==> config.mk <==
export PLATFORM = sky130hd
export DESIGN_NAME = hls_deadlock_report_unit
export DESIGN_NICKNAME = d
export VERILOG_FILES = /design/src/rtl/hls_dbg_pkg.sv /design/src/rtl/hls_sat_counter.sv /design/src/rtl/hls_deadlock_report_unit.sv
export SDC_FILE = /design/constraint.sdc
export NUM_CORES = 1
export LEC_CHECK = 0
export BUFFER_PORTS_ARGS = -buffer_cell sky130_fd_sc_hd__buf_2
export CORE_ASPECT_RATIO = 0.8
export CORE_UTILIZATION = 45
export DETAILED_ROUTE_END_ITERATION = 10
export GPL_TIMING_DRIVEN = 1
export SLEW_MARGIN = 20
export SYNTH_ARGS = -nofsm -noshare
export SYNTH_HDL_FRONTEND = slang
export SYNTH_SLANG_ARGS = --single-unit
export TNS_END_PERCENT = 100
==> constraint.sdc <==
create_clock -name clock -period 2.7 [get_ports clock]
set_input_delay 0.405 -clock clock [delete_from_list [all_inputs] [get_ports clock]]
set_output_delay 0.405 -clock clock [all_outputs]
set_load 0.005 [all_outputs]
==> src/rtl/hls_dbg_pkg.sv <==
// Shared types and helpers for the HLS deadlock debug path.
// State encoding is fixed so that debug tooling can decode the raw state value.
package hls_dbg_pkg;

    typedef enum logic [1:0] {
        IDLE   = 2'd0,
        WATCH  = 2'd1,
        REPORT = 2'd2,
        HOLD   = 2'd3
    } dl_state_e;

    localparam int unsigned AXIS_W_DEF = 4;
    localparam int unsigned BLK_W_DEF  = 3;
    localparam int unsigned CNT_W_DEF  = 32;
    localparam int unsigned EVT_W_DEF  = 8;

    // Increment v, holding at the all-ones value of a w-bit field.
    function automatic logic [63:0] sat_inc(input logic [63:0] v, input int unsigned w);
        logic [63:0] max_v;
        max_v = (w >= 64) ? '1 : ((64'd1 << w) - 64'd1);
        return (v >= max_v) ? v : v + 64'd1;
    endfunction

endpackage

==> src/rtl/hls_sat_counter.sv <==
// Saturating up-counter with synchronous clear/load and a saturate flag.
// Priority: clear, then load, then increment.
module hls_sat_counter
    import hls_dbg_pkg::*;
#(
    parameter int unsigned W = 8
) (
    input  logic         clock,
    input  logic         reset_n,
    input  logic         i_clr,
    input  logic         i_load,
    input  logic [W-1:0] i_load_val,
    input  logic         i_inc,
    output logic [W-1:0] o_cnt,
    output logic         o_sat
);

    logic [W-1:0] r_cnt;

    always_ff @(posedge clock or negedge reset_n) begin
        if (!reset_n) begin
            r_cnt <= '0;
        end else if (i_clr) begin
            r_cnt <= '0;
        end else if (i_load) begin
            r_cnt <= i_load_val;
        end else if (i_inc) begin
            r_cnt <= W'(sat_inc(64'(r_cnt), W));
        end
    end

    assign o_cnt = r_cnt;
    assign o_sat = (r_cnt == '1);

endmodule

==> src/rtl/hls_deadlock_report_unit.sv <==
// Debounces the deadlock monitor's block output, latches a deadlock event with a
// snapshot of the blocking signals, and holds a valid/ack report for debug logic.
module hls_deadlock_report_unit
    import hls_dbg_pkg::*;
#(
    parameter int unsigned AXIS_W    = AXIS_W_DEF,
    parameter int unsigned BLK_W     = BLK_W_DEF,
    parameter int unsigned THRESHOLD = 1024,
    parameter int unsigned CNT_W     = CNT_W_DEF,
    parameter int unsigned EVT_W     = EVT_W_DEF
) (
    input  logic              clock,
    input  logic              reset_n,
    input  logic              clear,
    input  logic              block_in,
    input  logic [AXIS_W-1:0] axis_block_sigs,
    input  logic [BLK_W-1:0]  inst_block_sigs,
    output logic              deadlock_valid,
    input  logic              deadlock_ack,
    output logic              deadlock_active,
    output logic [AXIS_W-1:0] deadlock_axis_snap,
    output logic [BLK_W-1:0]  deadlock_inst_snap,
    output logic [CNT_W-1:0]  deadlock_duration,
    output logic [EVT_W-1:0]  deadlock_count
);

    dl_state_e         r_state, w_next;
    logic [AXIS_W-1:0] r_axis_snap;
    logic [BLK_W-1:0]  r_inst_snap;

    logic              w_run_clr, w_run_load, w_run_inc, w_run_sat;
    logic              w_dur_load, w_dur_inc, w_dur_sat;
    logic              w_evt_inc, w_evt_sat;
    logic              w_capture;
    logic [CNT_W-1:0]  w_run_cnt;

    always_ff @(posedge clock or negedge reset_n) begin
        if (!reset_n)   r_state <= IDLE;
        else if (clear) r_state <= IDLE;
        else            r_state <= w_next;
    end

    always_comb begin
        w_next     = r_state;
        w_run_clr  = 1'b0;
        w_run_load = 1'b0;
        w_run_inc  = 1'b0;
        w_dur_load = 1'b0;
        w_dur_inc  = 1'b0;
        w_evt_inc  = 1'b0;
        w_capture  = 1'b0;
        case (r_state)
            IDLE: begin
                if (block_in) begin
                    w_next     = WATCH;
                    w_run_load = 1'b1;
                    w_dur_load = 1'b1;
                end
            end
            WATCH: begin
                if (!block_in) begin
                    w_next    = IDLE;
                    w_run_clr = 1'b1;
                end else if (w_run_cnt == CNT_W'(THRESHOLD - 1)) begin
                    w_next    = REPORT;
                    w_capture = 1'b1;
                    w_evt_inc = 1'b1;
                    w_dur_inc = 1'b1;
                    w_run_clr = 1'b1;
                end else begin
                    w_run_inc = 1'b1;
                    w_dur_inc = 1'b1;
                end
            end
            REPORT: begin
                w_dur_inc = block_in;
                if (deadlock_ack) w_next = block_in ? HOLD : IDLE;
            end
            HOLD: begin
                // Stay here until the episode ends so one stall yields one report.
                if (block_in) w_dur_inc = 1'b1;
                else          w_next    = IDLE;
            end
            default: w_next = IDLE;
        endcase
    end

    always_ff @(posedge clock or negedge reset_n) begin
        if (!reset_n) begin
            r_axis_snap <= '0;
            r_inst_snap <= '0;
        end else if (clear) begin
            r_axis_snap <= '0;
            r_inst_snap <= '0;
        end else if (w_capture) begin
            r_axis_snap <= axis_block_sigs;
            r_inst_snap <= inst_block_sigs;
        end
    end

    hls_sat_counter #(.W(CNT_W)) u_run_cnt (
        .clock      (clock),
        .reset_n    (reset_n),
        .i_clr      (clear | w_run_clr),
        .i_load     (w_run_load),
        .i_load_val (CNT_W'(1)),
        .i_inc      (w_run_inc & ~w_run_sat),
        .o_cnt      (w_run_cnt),
        .o_sat      (w_run_sat)
    );

    hls_sat_counter #(.W(CNT_W)) u_dur_cnt (
        .clock      (clock),
        .reset_n    (reset_n),
        .i_clr      (clear),
        .i_load     (w_dur_load),
        .i_load_val (CNT_W'(1)),
        .i_inc      (w_dur_inc & ~w_dur_sat),
        .o_cnt      (deadlock_duration),
        .o_sat      (w_dur_sat)
    );

    hls_sat_counter #(.W(EVT_W)) u_evt_cnt (
        .clock      (clock),
        .reset_n    (reset_n),
        .i_clr      (clear),
        .i_load     (1'b0),
        .i_load_val (EVT_W'(0)),
        .i_inc      (w_evt_inc & ~w_evt_sat),
        .o_cnt      (deadlock_count),
        .o_sat      (w_evt_sat)
    );

    assign deadlock_valid     = (r_state == REPORT);
    assign deadlock_active    = (r_state == REPORT) || (r_state == HOLD);
    assign deadlock_axis_snap = r_axis_snap;
    assign deadlock_inst_snap = r_inst_snap;

endmodule

==> results.md, run 1 <==
* Power per cell area at between 400 and 500 nW/um^2
* Post-route setup TNS at 0 ns
* GP Congestion at around 0.92
* Largest net degree at the start of global routing at 47
* Reg2reg start: r_state[1]
* Worst Setup Start Kind: flip-flop
* Setup Fix Bufs, Post-CTS at 0
* TritonCTS clock tree: built
* Fraction of layout cells with a size suffix above 1 at roughly a fifth
* Setup crit end kind: flip-flop
* Clk network pwr share at roughly 46%
* Num Clock Sinks at 81
* Layout area overhead at 17.6%
* FF-to-FF End: u_run_cnt.o_cnt[31]
* Slew @ Worst Pin at around 0.56 ns
* Core area at between 9000 and 10,000 um^2
* Worst Skew at between 0.004 and 0.005 ns
* Register share of total power at between 40% and 50%
* Synth warn at 0
* WL final at between 10,000 and 15,000 um
* Overall Global Routing Usage at 24.5%
* Final nets at 611
* Final Hold Fails at 0
* Number of CTS-inserted buffers at 9
* Internal at roughly 1900 uW
* Vias in the first global route at ~4,000
* Status: complete, no violations
* Sw frac at 23.0%
* Worst slew margin at between 60% and 70%
* RSZ-0062 raised after global routing: no
* Worst EP arrival at 2.58 ns
* Die height at between 90 and 100 um
* Drt initial violations at just over 300
* Starting Density at 47.3%
* Final setup fails at 0
* Logic pwr share at between 5 and 6%
* EDFF count, synth at 0
* Post-synth ARST share at 100%
* Vias per cell at roughly 5.7
* Synth Instances at around 530
* CTS Hold Buffers Added at 0
* Crit Path Class: flip-flop to flip-flop
* Largest cells by area after synthesis: dfrtp_1, nor2_1, nand2_1
* Ports at between 60 and 70
* Post-layout min period at 2.36 ns
* Routed length per placed instance at 16.5 um
* Residual DRC count at 0
* DP Cell Count at around 720
* DP HPWL at roughly 9000 um
* Cell Area, Synth at about 4700 um^2
* Num rows at 32
* Max Fclk at approximately 420 MHz
* First-pass GRT wire length at a little over 20,000 um
* Max Cap Viol at 0
* Top cell type's share of synthesized area at 43.5%
* Sequential area share after synthesis at 43.5%
* Number of H-tree levels at 3
* Layout Cells excl Fill at between 700 and 800
* Avg Cell Area, Syn at slightly below 9 um^2
* Die width at about 120 um
* Net Switching at 575 uW
* Fin worst setup slack at about 0.34 ns
* Port buffer count at 60
* Reg2reg setup slack at ~0.34 ns
* Yosys reg bits at 81
* Initial antenna violation count at 0
* Most common cell after layout, fill and taps aside: dfrtp_1
* Ys flop type: dfrtp_1
* Worst vdd ir at between 0.3 and 0.4 mV
* GRT Residual Overflow at 0
* Vias at 4,230
* Pre-CTS WS at between 0.3 and 0.4 ns
* Post-synth top area cell: dfrtp_1
* Net Count, Synth at around 540
* Clock Tree Buf Depth at 2
* Leak at about 0.0024 uW
* Most frequent cells in the layout: dfrtp_1, nor2_1, buf_2
* N_diodes at 0
* Reg2Reg Depth at 6
* Synth cell types at 58
* DRT Pass-1 Iters at 5
* Worst path required time at roughly 2.9 ns
* Fin. max-slew vios at 0
* Root Driver: clkbuf_16
* Post-DRT Antenna Nets at 0
* Worst Path Max Fanout at 8
* Fin crit share at roughly 90%
* Clock slew at reported path FFs at roughly 0.060 ns
* HP Class: input pin to asynchronous set/reset pin
* Clock Latency Late Sink at 0.34 ns
* Die area at around 11,000 um^2
[critical path: stages, from the launching register on]
cell     delay [ns]
dfrtp_1        0.44
and2b_1        0.32
and2_1         0.22
nand2_1        0.19
or4_1          0.52
nor3_2         0.22
mux2_4         0.33
[area by class of cell]
type                    count  area (um^2)
fillers                   923         4370
multi-input cells         413         2490
flip-flops and latches     81         2030
repair buffers             82          480
clock buffers              14          264
well taps                 136          170
inverters                   9         33.8
clock inverters             2         12.5
[sequential cells by signal, summed over array words and instances, names as in the netlist]
register,count
deadlock_inst_snap,3
u_dur_cnt.o_cnt,32
u_run_cnt.o_cnt,32
r_state,2
deadlock_axis_snap,4
u_evt_cnt.o_cnt,8
[timing repair]
| action | CTS | global route |
|---|---|---|
| endpoints found under the setup margin | 0 | 1 |
| resized for setup | 0 | 1 |
| hold endpoints to repair | 0 | 0 |
[kinds of logic (layout without fill, tap and decap cells)]
family / Yosys count / in the layout / share of synthesized area, %
AND/OR/NAND/NOR: 278 / 278 / 32.8
AO/OA/AOI/OAI: 90 / 90 / 11.4
flip-flops: 81 / 81 / 43.5
buffers and inverters: 34 / 107 / 3.14
XOR/XNOR: 30 / 30 / 5.64
multiplexers: 12 / 12 / 2.71
adder cells (fa/ha/maj): 3 / 3 / 0.806
[power by group through the flow]
stage	combinational, uW	clock, uW	sequential, uW
finish	131	1150	1220
global route	148	1230	1220
CTS	132	1170	1220
detailed placement	131	0	1250
global placement	130	0	1250
floorplan	63.0	0	1250
[cells in the mapped netlist, types with 9 or more instances]
library cell  instances
and4_1               10
mux2i_1              10
dfrtp_1              81
nor3_1               17
a21oi_1              25
o21ai_0              31
inv_1                 9
clkbuf_1             12
xnor2_1              21
nand3_1              33
nand2_1              49
buf_2                12
nor4_1               22
or3_1                11
xor2_1                9
nand4_1              17
nor2_1               71
and3_1               11
[layer usage]
metal / wire (um) / share of wire (%) / GRT usage (%)
met1: 6190 / 51 / 38.4
met2: 5050 / 42 / 33.2
met3: 805 / 6.6 / 6.03
met4: 91 / 0.75 / 6.09
met5: 0 / 0 / 0
[stage by stage]
stage	util (%)	power (uW)	area [um^2]	hold WS [ns]
after CTS	55.6	2530	5470	0.0366
after global placement	52.8	1380	5200	0.398
after global routing	55.6	2600	5480	0.0584
final	55.6	2500	5480	0.0265
after floorplan	-	1310	4660	0.109
after detailed placement	52.8	1380	5200	0.396
[worst max path at each step]
stage,start,end
2_1_floorplan,u_run_cnt.o_cnt[4],u_run_cnt.o_cnt[31]
3_3_place_gp,r_state[1],u_run_cnt.o_cnt[31]
3_5_place_dp,u_dur_cnt.o_cnt[0],u_dur_cnt.o_cnt[3]
4_1_cts,u_dur_cnt.o_cnt[0],u_dur_cnt.o_cnt[3]
5_1_grt,u_dur_cnt.o_cnt[0],u_dur_cnt.o_cnt[18]
6_report,r_state[1],u_run_cnt.o_cnt[31]
Note: power is estimated with default switching activity, not from simulation.
==> run 2: changes to the inputs <==
CORE_UTILIZATION = 36   (was 45)
clock period = 2.5 ns   (was 2.7 ns; I/O delays follow)
==> run 2 against run 1 <==
Net effect: clock skew up 0.0034 ns; design area is 1.9% higher; critical endpoint unchanged; clock-buffer cell count down 4; combinational power up 12%; maximum frequency increased by 2.1%; largest cell class unchanged; critical path depth did not move; via count grew 0.99%; final cell count grew 5.7%; global-route usage fell by 4.9 points; critical path type unchanged; sequential share of layout area decreased by 0.70 points; utilization down 11 points.
==> results.md, run 2 (same netlist as run 1, synthesis figures left out) <==
* Status: complete, no violations
* Port buffer count at 60
* Fin crit share at around 92%
* Worst slew margin at around 63%
* Routed length per placed instance at between 15 and 20 um
* CTS Hold Buffers Added at 0
* Num Clock Sinks at slightly above 80
* Largest net degree at the start of global routing at 43
* Worst Skew at approximately 0.0082 ns
* Setup Fix Bufs, Post-CTS at 0
* Logic pwr share at approximately 5.2%
* Post-cts resize count at 0
* Drt initial violations at between 300 and 400
* HP Class: input pin to asynchronous set/reset pin
* Post-route setup TNS at 0 ns
* Most common cell after layout, fill and taps aside: dfrtp_1
* RSZ-0062 raised after global routing: no
* Clock Tree Buf Depth at 2
* CP Buf/Inv Count at 0
* First-pass GRT wire length at around 21,000 um
* Slew @ Worst Pin at 0.561 ns
* Post-layout min period at approximately 2.3 ns
* Number of CTS-inserted buffers at 9
* Ports at a little over 60
* Clock slew at reported path FFs at about 0.06 ns
* Starting Density at a little under two fifths
* Worst Path Max Fanout at 8
* Overall Global Routing Usage at approximately 20%
* Worst vdd ir at 0.321 mV
* Leak at ~0.0024 uW
* Sw frac at 23.3%
* Most frequent cells in the layout: dfrtp_1, nor2_1, buf_2
* GP Congestion at approximately 0.85
* Vias at around 4,300
* Total power at 2810 uW
* Worst Setup Start Kind: flip-flop
* Levels on crit path at 6
* Final setup fails at 0
* Power per cell area at 503 nW/um^2
* Post-DRT Antenna Nets at 0
* Vias in the first global route at between 4,000 and 5,000
* Initial antenna violation count at 0
* Setup crit end kind: flip-flop
* DRT Pass-1 Iters at 5
* Layout area overhead at 19.8%
* Core area at 12,400 um^2
* Fin worst setup slack at about 0.19 ns
* Net Switching at about 660 uW
* Clk network pwr share at 47.7%
* Die area at ~13,000 um^2
* DP HPWL at 9040 um
* Pre-CTS WS at around 0.22 ns
* Register share of total power at between 40% and 50%
* Worst EP arrival at 2.55 ns
* Root Driver: clkbuf_16
* Max Fclk at ~430 MHz
* Die height at ~100 um
* Reg2Reg Depth at 6
* N_diodes at 0
* Final nets at just over 600
* Crit Path Class: flip-flop to flip-flop
* Clock Latency Late Sink at between 0.3 and 0.4 ns
* Worst path required time at between 2 and 3 ns
* Internal at between 2000 and 2500 uW
* Max Cap Viol at 0
* Util after Layout at between 40% and 50%
* Crit path max-delay family: simple AND/OR/NAND/NOR gates
* CP max stage cell: or4_1
* GRT Residual Overflow at 0
* Delay of the slowest critical-path stage at about 0.52 ns
* Num rows at 36
* Final Hold Fails at 0
* Cell Chain, Critical Path: and2b_1 -> and2_1 -> nand2_1 -> or4_1 -> nor3_2 -> mux2_4
* Number of H-tree levels at 3
* TritonCTS clock tree: built
* Fraction of layout cells with a size suffix above 1 at between 20% and 30%
* Vias per cell at 5.48
* Die width at roughly 130 um
* WL final at 12,500 um
* Residual DRC count at 0
* Fin. max-slew vios at 0
[run 2: layout make-up]
class / count / area, um^2
Fill cell: 1207 / 6800
Multi-Input combinational cell: 413 / 2490
Sequential cell: 81 / 2030
Timing Repair Buffer: 90 / 528
Clock buffer: 10 / 239
Tap cell: 171 / 214
Clock inverter: 5 / 56.3
Inverter: 9 / 33.8
[run 2: power by group through the flow]
stage / clock network, uW / registers [uW] / logic [uW]
3_3_place_gp: 0 / 1350 / 147
3_5_place_dp: 0 / 1350 / 150
5_1_grt: 1420 / 1320 / 166
6_report: 1340 / 1320 / 147
4_1_cts: 1380 / 1320 / 150
2_1_floorplan: 0 / 1350 / 68.1
[run 2: through the flow]
step                instances  cell area, um^2  hold slack, ns
CTS                       779             5580          0.0330
global placement          764             5290           0.402
finish                    779             5580          0.0109
global route              779             5580          0.0526
floorplan                 528             4660          0.0794
detailed placement        764             5290           0.421
[run 2: path summary, 6_finish.rpt]
kind / from / end / slack [ns]
max: r_state[1] / u_run_cnt.o_cnt[31] / 0.19
min: reset_n / u_evt_cnt.o_cnt[3] / 0.01
max reg2reg: r_state[1] / u_run_cnt.o_cnt[31] / 0.19
min reg2reg: u_dur_cnt.o_cnt[22] / u_dur_cnt.o_cnt[22] / 0.51
max in group asynchronous: reset_n / u_run_cnt.o_cnt[7] / 1.84
min in group clock: axis_block_sigs[3] / deadlock_axis_snap[3] / 0.27
[run 2: worst reg2reg max path, stage by stage (launching register included)]
cell and delay, ns:
dfrtp_1 0.47, and2b_1 0.31, and2_1 0.23, nand2_1 0.19, or4_1 0.52, nor3_2 0.17, mux2_4 0.31
[run 2: routing by layer]
layer | part of all wire (%) | global-route usage, %
met1 | 52 | 29.9
met2 | 42 | 26.6
met3 | 5.8 | 5.79
met4 | 0.71 | 4.71
met5 | 0 | 0
==> run 3: changes to the inputs <==
CTS_BUF_LIST = sky130_fd_sc_hd__clkbuf_8 sky130_fd_sc_hd__clkbuf_16   (was unset)
RECOVER_POWER = 100   (was unset)
==> run 3 against run 2 <==
Net effect: first-iteration DRC count is 2.5% higher; clock-buffer cell count stayed put; wire length is 0.63% lower; critical path depth stayed put; utilization is 0.52 points lower; clock power hardly changed; via count hardly changed; final cell count stayed put; die area stayed put; non-clock buffer count stayed put.
==> results.md, run 3 (same netlist as run 1, synthesis figures left out) <==
* Status: complete, no violations
* Worst path required time at between 2 and 3 ns
* Vias in the first global route at between 4,000 and 5,000
* Port buffer count at 60
* Die area at around 13,000 um^2
* Final nets at around 620
* Post-DRT Antenna Nets at 0
* Crit Path Class: flip-flop to flip-flop
* RSZ-0062 raised after global routing: no
* Vias per cell at around 5.5
* First-pass GRT wire length at 20,700 um
* Largest net degree at the start of global routing at 43
* Slew @ Worst Pin at ~1.1 ns
* Util after Layout at between 40% and 50%
* Setup Fix Bufs, Post-CTS at 0
* Die height at ~100 um
* Initial antenna violation count at 0
* Fin. max-slew vios at 0
* Worst Path Max Fanout at 8
* Final Hold Fails at 0
* CTS Hold Buffers Added at 0
* Cell Chain, Critical Path: and2b_1 -> and2_1 -> nand2_1 -> or4_1 -> nor3_2 -> mux2_1
* Drt initial violations at roughly 380
* Post-cts resize count at 0
* Max Fclk at approximately 430 MHz
* Power per cell area at between 500 and 600 nW/um^2
* GRT Residual Overflow at 0
* DRT Pass-1 Iters at 5
* Number of H-tree levels at 3
* Residual DRC count at 0
* CP max stage cell: or4_1
* Most frequent cells in the layout: dfrtp_1, nor2_1, nand2_1
* Starting Density at 37.6%
* Worst slew margin at 27.7%
* Ports at between 60 and 70
* Reg2reg setup slack at about 0.16 ns
* Die width at roughly 130 um
* Leak at 0.00229 uW
* Delay of the slowest critical-path stage at between 0.5 and 0.6 ns
* Reg2Reg Depth at 6
* Final setup fails at 0
* TritonCTS clock tree: built
* Root Driver: clkbuf_16
* DP Cell Count at between 700 and 800
* Num Clock Sinks at just over 80
* Post-layout min period at approximately 2.3 ns
* Clock Latency Late Sink at approximately 0.35 ns
* Setup crit end kind: flip-flop
* Post-route setup TNS at 0 ns
* Critical Path Source: r_state[1]
* DP HPWL at between 9000 and 10,000 um
* Worst vdd ir at about 0.32 mV
* FF-to-FF End: u_run_cnt.o_cnt[31]
* Most common cell after layout, fill and taps aside: dfrtp_1
* Overall Global Routing Usage at roughly a fifth
* Number of CTS-inserted buffers at 9
* Reg2reg start: r_state[1]
* Num rows at 36
* Worst Setup Start Kind: flip-flop
* Core area at roughly 12,000 um^2
* Routed length per placed instance at approximately 16 um
* Worst Skew at ~0.0076 ns
* N_diodes at 0
* WL final at 12,400 um
* Max Cap Viol at 0
* Worst EP arrival at approximately 2.6 ns
* Clock Tree Buf Depth at 2
* Clock slew at reported path FFs at 0.06 ns
* Layout area overhead at 18.5%
* Fin worst setup slack at approximately 0.16 ns
* Pre-CTS WS at about 0.22 ns
* Layout Cells excl Fill at ~780
* HP Class: input pin to asynchronous set/reset pin
* Fin crit share at roughly 94%
* Vias at 4,274
* Fraction of layout cells with a size suffix above 1 at approximately 15%
* GP Congestion at around 0.85
run 3: cell type report:
class	instances	area (um^2)
fillers	1219	6870
multi-input cells	413	2480
flip-flops and latches	81	2030
repair buffers	90	468
clock buffers	10	239
well taps	171	214
clock inverters	5	56.3
inverters	9	33.8
run 3: worst max-delay path, delay by kind of cell (launching register included):
kind	cells	cell delay (ns)
mux	1	0.35
flops	1	0.47
simple gates	5	1.40
run 3: metrics by stage:
| stage | area, um^2 | total power (uW) | hold WS [ns] |
|---|---|---|---|
| 2_1_floorplan | 4660 | 1410 | 0.0794 |
| 3_3_place_gp | 5290 | 1490 | 0.402 |
| 3_5_place_dp | 5290 | 1500 | 0.421 |
| 4_1_cts | 5580 | 2850 | 0.0330 |
| 5_1_grt | 5520 | 2900 | 0.270 |
| 6_report | 5520 | 2800 | 0.211 |
run 3: worst max path at each step:
stage,end,slack [ns],cells past startpoint
after floorplan,u_run_cnt.o_cnt[31],0.48,6
after global placement,u_run_cnt.o_cnt[31],0.23,6
after detailed placement,u_run_cnt.o_cnt[31],0.22,6
after CTS,u_run_cnt.o_cnt[31],0.21,6
after global routing,u_run_cnt.o_cnt[31],0.03,6
final,u_run_cnt.o_cnt[31],0.16,6
run 3: power breakdown:
part / leakage [uW] / total [uW] / switching [uW] / internal (uW)
Sequential: 0.00113 / 1320 / 7.11 / 1320
Clock: 0.000144 / 1340 / 544 / 793
Combinational: 0.00101 / 141 / 102 / 39.2
Total: 0.00229 / 2800 / 653 / 2150
run 3: layer usage:
layer	vias up	global-route usage (%)	share of wire, %
li1	2069	-	-
met1	2076	29.9	52
met2	121	26.6	42
met3	8	5.79	5.9
met4	0	4.71	0.78
met5	-	0	0
